$ cat src/rtl/motoro_nphase_drv.sv
// N-phase motor drive: commutation stepping with speed ramp, high-side PWM,
// per-leg dead-time insertion and braking.
module motoro_nphase_leg #(
  parameter int DEAD_CYC = 10
) (
  input  logic       clk,
  input  logic       nRst,
  input  logic [1:0] lvl,
  input  logic       pwm_on,
  output logic       hp,
  output logic       lp
);
  localparam int DW = (DEAD_CYC > 0) ? $clog2(DEAD_CYC + 1) : 1;
  localparam logic [1:0] LV_HIGH = 2'd1;
  localparam logic [1:0] LV_LOW  = 2'd2;

  logic [1:0]    lvl_q;
  logic [DW-1:0] dead_q, dead_d;

  // Blanking starts on the cycle the new level is first seen, so gates
  // stay low for exactly DEAD_CYC cycles after every level change.
  always_comb begin
    dead_d = '0;
    if (lvl != lvl_q)       dead_d = DW'(DEAD_CYC);
    else if (dead_q != '0)  dead_d = dead_q - DW'(1);
  end

  always_ff @(posedge clk) begin
    if (!nRst) begin
      lvl_q  <= '0;
      dead_q <= '0;
      hp     <= 1'b0;
      lp     <= 1'b0;
    end else begin
      lvl_q  <= lvl;
      dead_q <= dead_d;
      hp     <= (lvl == LV_HIGH) && pwm_on && (dead_d == '0);
      lp     <= (lvl == LV_LOW) && (dead_d == '0);
    end
  end
endmodule

module motoro_nphase_drv #(
  parameter int PHASES     = 3,
  parameter int CNT_W      = 25,
  parameter int STEP_START = 20000,
  parameter int STEP_MIN   = 100,
  parameter int STEP_DEF   = 2000,
  parameter int STEP_DELTA = 50,
  parameter int DEAD_CYC   = 10,
  parameter int PWM_W      = 8,
  localparam int KW        = $clog2(2 * PHASES)
) (
  input  logic              clk,
  input  logic              nRst,
  input  logic              m3start,
  input  logic              m3forceStop,
  input  logic              m3invRotate,
  input  logic              m3freqINC,
  input  logic              m3freqDEC,
  input  logic [PWM_W-1:0]  duty,
  output logic [PHASES-1:0] hp,
  output logic [PHASES-1:0] lp,
  output logic              busy,
  output logic [KW-1:0]     stepIdx,
  output logic [CNT_W-1:0]  stepPeriod
);
  localparam logic [2:0] S_IDLE  = 3'd0;
  localparam logic [2:0] S_UP    = 3'd1;
  localparam logic [2:0] S_RUN   = 3'd2;
  localparam logic [2:0] S_DOWN  = 3'd3;
  localparam logic [2:0] S_BRAKE = 3'd4;

  localparam logic [CNT_W-1:0] P_START = CNT_W'(STEP_START);
  localparam logic [CNT_W-1:0] P_MIN   = CNT_W'(STEP_MIN);
  localparam logic [CNT_W-1:0] P_DEF   = CNT_W'(STEP_DEF);
  localparam logic [CNT_W-1:0] P_DELTA = CNT_W'(STEP_DELTA);
  localparam logic [KW-1:0]    K_MAX   = KW'(2 * PHASES - 1);
  localparam logic [KW:0]      K_MOD   = (KW+1)'(2 * PHASES);
  localparam logic [1:0] LV_OFF  = 2'd0;
  localparam logic [1:0] LV_HIGH = 2'd1;
  localparam logic [1:0] LV_LOW  = 2'd2;

  logic [2:0]       state, st_nx;
  logic             dir;
  logic [KW-1:0]    k, k_nx;
  logic [CNT_W-1:0] cnt, cur, cur_nx, tgt, tgt_nx, goal;
  logic [PWM_W-1:0] carrier, duty_r;
  logic             moving, commute, pwm_on;

  assign stepIdx    = k;
  assign stepPeriod = cur;
  assign pwm_on     = carrier < duty_r;
  assign moving     = (state == S_UP) || (state == S_RUN) || (state == S_DOWN);
  assign commute    = moving && (cnt == cur - CNT_W'(1));
  assign goal       = (state == S_DOWN) ? P_START : tgt;
  assign k_nx       = dir ? ((k == '0) ? K_MAX : k - KW'(1))
                          : ((k == K_MAX) ? '0 : k + KW'(1));

  // One STEP_DELTA toward the goal, landing exactly on it when closer.
  always_comb begin
    cur_nx = cur;
    if (cur > goal)      cur_nx = (cur - goal <= P_DELTA) ? goal : cur - P_DELTA;
    else if (cur < goal) cur_nx = (goal - cur <= P_DELTA) ? goal : cur + P_DELTA;
  end

  always_comb begin
    tgt_nx = tgt;
    if (m3freqINC && !m3freqDEC)
      tgt_nx = ({1'b0, tgt} < {1'b0, P_MIN} + {1'b0, P_DELTA}) ? P_MIN : tgt - P_DELTA;
    else if (m3freqDEC && !m3freqINC)
      tgt_nx = ({1'b0, tgt} + {1'b0, P_DELTA} > {1'b0, P_START}) ? P_START : tgt + P_DELTA;
  end

  always_comb begin
    st_nx = state;
    if (m3forceStop) st_nx = S_BRAKE;
    else begin
      case (state)
        S_IDLE:  if (m3start) st_nx = S_UP;
        S_UP:    if (!m3start) st_nx = S_DOWN;
                 else if (commute && cur_nx == tgt) st_nx = S_RUN;
        S_RUN:   if (!m3start) st_nx = S_DOWN;
        S_DOWN:  if (m3start) st_nx = S_UP;
                 else if (commute && cur_nx == P_START) st_nx = S_IDLE;
        default: st_nx = S_IDLE;
      endcase
    end
  end

  always_ff @(posedge clk) begin
    if (!nRst) begin
      state   <= S_IDLE;
      busy    <= 1'b0;
      dir     <= 1'b0;
      k       <= '0;
      cnt     <= '0;
      cur     <= P_START;
      tgt     <= P_DEF;
      carrier <= '0;
      duty_r  <= '0;
    end else begin
      state   <= st_nx;
      busy    <= st_nx != S_IDLE;
      tgt     <= tgt_nx;
      carrier <= carrier + PWM_W'(1);
      if (carrier == '1) duty_r <= duty;
      // Braking freezes the stepper; a fresh start reinitialises it.
      if (state == S_IDLE && st_nx == S_UP) begin
        k   <= '0;
        cnt <= '0;
        cur <= P_START;
        dir <= m3invRotate;
      end else if (moving && !m3forceStop) begin
        if (commute) begin
          k   <= k_nx;
          cnt <= '0;
          cur <= cur_nx;
        end else begin
          cnt <= cnt + CNT_W'(1);
        end
      end
    end
  end

  for (genvar p = 0; p < PHASES; p++) begin : g_leg
    localparam logic [KW:0] OFS = (KW+1)'(2 * PHASES - 2 * p);
    logic [KW:0] rel_raw, rel;
    logic [1:0]  lvl;
    // rel = (k - 2p) mod 2*PHASES; the first half of the cycle is HIGH.
    assign rel_raw = {1'b0, k} + OFS;
    assign rel     = (rel_raw >= K_MOD) ? rel_raw - K_MOD : rel_raw;
    assign lvl     = (state == S_IDLE) ? LV_OFF :
                     ((state == S_BRAKE) || (rel >= (KW+1)'(PHASES))) ? LV_LOW : LV_HIGH;

    motoro_nphase_leg #(.DEAD_CYC(DEAD_CYC)) u_leg (
      .clk    (clk),
      .nRst   (nRst),
      .lvl    (lvl),
      .pwm_on (pwm_on),
      .hp     (hp[p]),
      .lp     (lp[p])
    );
  end
endmodule

$ cat config.mk
export PLATFORM = sky130hd
export DESIGN_NAME = motoro_nphase_drv
export DESIGN_NICKNAME = d
export VERILOG_FILES = /design/src/rtl/motoro_nphase_drv.sv
export SDC_FILE = /design/constraint.sdc
export NUM_CORES = 1
export LEC_CHECK = 0
export BUFFER_PORTS_ARGS = -buffer_cell sky130_fd_sc_hd__buf_4
export CAP_MARGIN = 20
export CORE_MARGIN = 4
export CORE_UTILIZATION = 50
export CTS_CLUSTER_SIZE = 12
export DETAILED_ROUTE_END_ITERATION = 7
export PLACE_DENSITY = 0.71
export RECOVER_POWER = 50
export SLEW_MARGIN = 20
export SYNTH_ARGS = -nofsm -noshare
export SYNTH_HDL_FRONTEND = slang
export SYNTH_SLANG_ARGS = --single-unit
$ cat constraint.sdc
create_clock -name clk -period 18.6 [get_ports clk]
set_input_delay 1.86 -clock clk [delete_from_list [all_inputs] [get_ports clk]]
set_output_delay 1.86 -clock clk [all_outputs]
set_load 0.02 [all_outputs]
=== After elaboration in Yosys (flattened, before gate mapping) ===
Index checks and enable logic that the tools add are counted.

* Memories kept: 0
* Output and inout bits: 35
* Register bits: 123
* Bits of input ports: 15
* Bits in writable memories: 0
* ROM bits: 0
* Latch bits: 0
* Logic and storage cells: 147

* Magnitude comparators: 13
* Divide/modulo/power cells: 0
* Multiply operators: 0
* Shift operators: 0
* Eq/ne operators: 19
* Muxes and demuxes: 36
* Bitwise logic cells: 1
* Reduce and logical (&&, ||, !) cells: 36
* Add/subtract/negate cells: 21

{| class="wikitable"
|+ Operator list
! cell !! count
|-
| $mux 25 || 10
|-
| $add 25x6->25 const B || 2
|-
| $eq 25x25->1 || 2
|-
| $le 25x6->1 const B || 2
|-
| $sub 25x25->25 || 2
|-
| $sub 25x6->25 const B || 2
|-
| $mux 4 || 9
|-
| $mux 3 || 10
|-
| $add 25x6->26 const B || 1
|-
| $gt 26x15->1 const B || 1
|-
| $add 25x1->25 const B || 1
|-
| $eq 25x15->1 const B || 1
|-
| $gt 25x25->1 || 1
|-
| $lt 25x25->1 || 1
|-
| $lt 25x8->1 const B || 1
|-
| $sub 25x1->25 const B || 1
|-
| $logic_and 1x1->1 || 16
|-
| $ge 4x2->1 const B || 3
|-
| $ge 4x3->1 const B || 3
|-
| $logic_not 4->1 || 3
|-
| $mux 2 || 6
|-
| $pmux 3 s4 || 1
|-
| $reduce_bool 4->1 || 3
|-
| $sub 4x1->4 const B || 3
|-
| other kinds (22) || 41
|}

=== Logic depth before layout (Yosys ltp) ===
* Depth after elaboration: 16
* Depth in mapped cells: 27
* Depth with buffers taken out: 21

=== Cells and area by module ===
A second synthesis with hierarchy kept.

* Cell total of the unflattened synthesis: 1808
* Area total of the unflattened synthesis: 12753.5 um^2

{| class="wikitable"
|+ Modules (own cells, without submodules)
! module !! instances !! cells each !! sequential area each (um^2) !! area each (um^2)
|-
| motoro_nphase_drv || 1 || 1718 || 1961.9 || 11845.1
|-
| motoro_nphase_leg || 3 || 30 || 160.2 || 302.8
|}

=== Worst setup path before layout ===
OpenSTA, ideal clock, no wires.

* Kind: register -> register
* Start point: register state[1]
* End point: register busy
* Clock period less this slack: 5.983 ns
* Buffers on the path: 3
* Required time: 18.473 ns
* Setup time: 0.127 ns
* Data arrival time: 5.856 ns
* Path slack: 12.617 ns
* Cell stages (with the launch flop): 25
* Cells stage by stage: dfxtp_1 nand2_1 or2_2 clkbuf_1 clkbuf_1 nand2_1 inv_1 ha_1 buf_4 nand4_2 or4_1 a21oi_2 nor4_1 a2111oi_2 o2111ai_1 nor4b_4 nand2_2 mux2_2 o21ai_1 xor2_1 or4b_1 nor4_1 nand4b_1 o2bb2ai_1 or3_1

* Longest elaborated chain between the ends: 14
* Elaborated cells between the ends (all ways): 31
* Classes of those cells: add/sub (2); order compare (4); eq/ne (5); mux (13); reduce/logical (7)

{| class="wikitable"
|+ Ends and longest elaborated chain
! item !! line !! text
|-
| start, declared || 84 || <nowiki>logic [2:0] state, st_nx;</nowiki>
|-
| start signal, assigned || 143 || <nowiki>state <= st_nx;</nowiki>
|-
| $eq 3x2->1 || 94, 96, 119 ||
|-
| $mux 25 || 96 || <nowiki>assign goal = (state == S_DOWN) ? P_START : tgt;</nowiki>
|-
| $sub 25x25->25 || 104 || <nowiki>else if (cur < goal) cur_nx = (goal - cur <= P_DELTA) ? goal : cur + P_DELTA;</nowiki>
|-
| $le 25x6->1 || 104 ||
|-
| $mux 25 (2 in a row) || 104 ||
|-
| $mux 25 || 103 || <nowiki>if (cur > goal) cur_nx = (cur - goal <= P_DELTA) ? goal : cur - P_DELTA;</nowiki>
|-
| $eq 25x15->1 / $eq 25x25->1 (equally long branches) || 125, 122 ||
|-
| $logic_and 1x1->1 (on tied branches) || 125, 122 ||
|-
| $mux 3 (on tied branches) || 125, 122 ||
|-
| $mux 3 (on tied branches) || 124, 121 ||
|-
| $pmux 3 s4 (*) || 119 || <nowiki>case (state)</nowiki>
|-
| $mux 3 (*) || 117 || <nowiki>if (m3forceStop) st_nx = S_BRAKE;</nowiki>
|-
| $reduce_bool 3->1 (*) || 144 || <nowiki>busy <= st_nx != S_IDLE;</nowiki>
|-
| end signal, assigned || 134 || <nowiki>busy <= 1'b0;</nowiki>
|-
| end signal, assigned || 144 ||
|-
| end, declared || 64 || <nowiki>output logic busy,</nowiki>
|}

Every way passes the cells marked *; elsewhere a longest branch is shown, timed or not.
A chain may end at the register's enable or synchronous reset.

=== Final worst setup path ===
Same ends and word-level chain as after synthesis.

==> qor.yml <==
synthArstFlopShare_pct: 0
syn_area_per_cell_um2: 7.01
drive_gt1_share_pct: 5.53
syn_nets: 1867
routedWlPerCell_um: 22.1
io_buffers: 49
core_area_um2: 24400
via_count: 13600
max_freq_mhz: 133
synth_adder_area_share_pct: 7.86
rsz0062_at_grt: "false"
post_cts_resized: 0
fin_skew_ps: 16.8
place.gp.congestion: 1.09
ys_ff_latch: 122
routed_via_density: 6.52
multi_input_area_um2: 9170
synth_top_family_by_area: "simple AND/OR/NAND/NOR gates"
drtIter0Drc: 1534
numCtsBuffers: 17
synthFlopType: "dfxtp_1"
worstSetupPathType: "reg -> reg"
cts_root_buffer: "clkbuf_16"
clock_path_buffers: 2
ys_types: 88
synth_top_area_share_pct: 19.6
final_common_cell: "nor2_1"
drt_wl_total_mm: 46.0
io_pins: 50
cpMaxStageDelayCell: "and2_1"
vdd_drop_max_mv: 0.0488
max_stage_delay_ps: 770
final-seq-area_um2: 2440
drcViolationCount: 0
start_util_pct: 51.0
drv_slew: 34
synthTopCellsByArea: "dfxtp_1, ha_1, xnor2_1"
yosysWarnings: 0
drv_cap: 1
mostFrequentLayoutCells: "nor2_1, nand2_1, a21oi_1"
syn_inst: 1775
critPathMaxFanout: 23
synth_xor_area_share_pct: 10.3
violations: "capacitance limit, slew limit"
synth_edf_count: 0
cellPowerDensity_nw_per_um2: 63.6
critPathCaptureType: "register"
worstMarginPinSlew_ps: 1660
grt_use_total_pct: 31.8
die_h_um: 166
grt-ovfl-total: 0
fin_nets: 1834
cts.sinks: 122
grt_pass1_vias: 12300
synthToLayoutAreaGrowth_pct: 6.97
dp_hpwl_mm: 35.1
path_common_cell: "nand2_1"
status: "complete, but fails checks"
hold_path_class: "reg -> reg"
p_leak_nw: 5.22
tns_ps: 0
dr.pass1.iters: 8
worstSkewPairLatency_ps: 430
seq_area_frac_synth_pct: 19.6
grt_first_pass_wirelength_mm: 71.0
finalHoldViolations: 0
start_kind: "register"
die_area_um2: 27500
post_cts_buffers: 0
row_count: 57
synth_compound_area_share_pct: 24.7
die_w_um: 166
htreeDepth: 4
setup_viol: 0
cts_hold_buf: 0
grt_max_degree: 43
fillers: 2468
cts_tree: "done"
min_period_ps: 7530
relSlewSlack_pct: -10.7
period_share_pct: 40.5
required_ps: 18900
synth_area_um2: 12400
yosysTopAreaCell: "dfxtp_1"
antenna_found_initial: 1
clkTransAtPathRegs_ps: 70
yosys.area_share.simple_pct: 28.5
crit_chain: "nand2_1, or2_2, nand2_1, inv_1, ha_1, nand2_1, o21ai_0, mux2i_1, a22o_1, o2111ai_1, nor4_1, nor4b_4, and2_1, o21ai_0, a211oi_1, nor4bb_1, and4b_1, nand4_1, o21ai_1, o2bb2ai_1, or3_1"
diodes: 0
muxShareOfSynthArea_pct: 2.22
arrival_ps: 7830
drtAntennaViolNets: 0
utilization_pct: 54.6
worst paths after layout:
path | startpoint | depth (start not counted) | to | slack [ps]
max reg2reg | state[1] | 21 | busy | 11070
max | state[1] | 21 | busy | 11070
min reg2reg | carrier[0] | 1 | carrier[0] | 460
min | carrier[0] | 1 | carrier[0] | 460
per-layer routing:
metal	share of wire, %	vias to the layer above	wire length (um)	global-route usage (%)
met4	4.9	2	2240	12.9
met3	9.5	137	4390	6.02
met5	0.028	-	13	0
met2	42	738	19500	47.7
li1	-	6320	-	-
met1	43	6361	19900	44.9
registers in the layout (all words and copies together), names as in the netlist:
| signal | flops |
|---|---|
| busy | 1 |
| duty_r | 8 |
| g_leg.u_leg.lp | 3 |
| g_leg.u_leg.hp | 3 |
| g_leg.u_leg.lvl_q | 6 |
| g_leg.u_leg.dead_q | 12 |
| dir | 1 |
| carrier | 8 |
| cnt | 25 |
| stepPeriod | 25 |
| tgt | 24 |
| state | 3 |
| stepIdx | 3 |
power by group:
group | leakage (nW) | switching (W) | internal [W]
Combinational | 3.93 | 0.000138 | 0.0000763
Sequential | 0.990 | 0.0000136 | 0.000271
Clock | 0.292 | 0.000157 | 0.000192
Total | 5.22 | 0.000308 | 0.000539
cell type report:
cell class,count,share of cell area (%)
multi-input cells,1446,68.9
flip-flops and latches,122,18.3
clock buffers,17,3.20
well taps,324,3.04
repair buffers,68,2.79
inverters,87,2.45
clock inverters,15,1.31
per-stage QoR:
step	cells	cell area [um2]	hold WS [ps]	worst slack, ps	power [W]
after floorplan	1775	12400	425	12620	0.000441
after global placement	2047	12900	439	11470	0.000497
after detailed placement	2047	12900	453	11320	0.000497
after CTS	2079	13500	469	11300	0.000846
after global routing	2079	13300	514	10720	0.000886
final	2079	13300	463	11070	0.000847
worst max-delay path, delay by kind of cell, from the launching register on:
family	cells	cell delay (ps)
buf+inv	1	120
fa+ha+maj	1	700
flops	1	460
mux	1	270
compound gates	7	2000
simple gates	11	3800
synthesized netlist by cell type, types with 19 or more instances:
cell	number
a211oi_1	36
a21oi_1	147
and2_1	19
and3_1	29
clkbuf_1	89
dfxtp_1	122
ha_1	75
inv_1	83
mux2i_1	22
nand2_1	166
nand3_1	69
nand4_1	37
nor2_1	198
nor3_1	60
nor4_1	33
o211ai_1	22
o21ai_0	105
or3_1	19
xnor2_1	89
xor2_1	57
kinds of logic (layout without fill, tap and decap cells):
family / count (synthesis) / in the layout
compound gates: 479 / 479
flops: 122 / 122
xor+xnor: 146 / 146
simple gates: 716 / 716
mux: 26 / 26
fa+ha+maj: 77 / 77
buf+inv: 207 / 187
other cells: 2 / 2
Note: power is estimated with default switching activity, not from simulation.
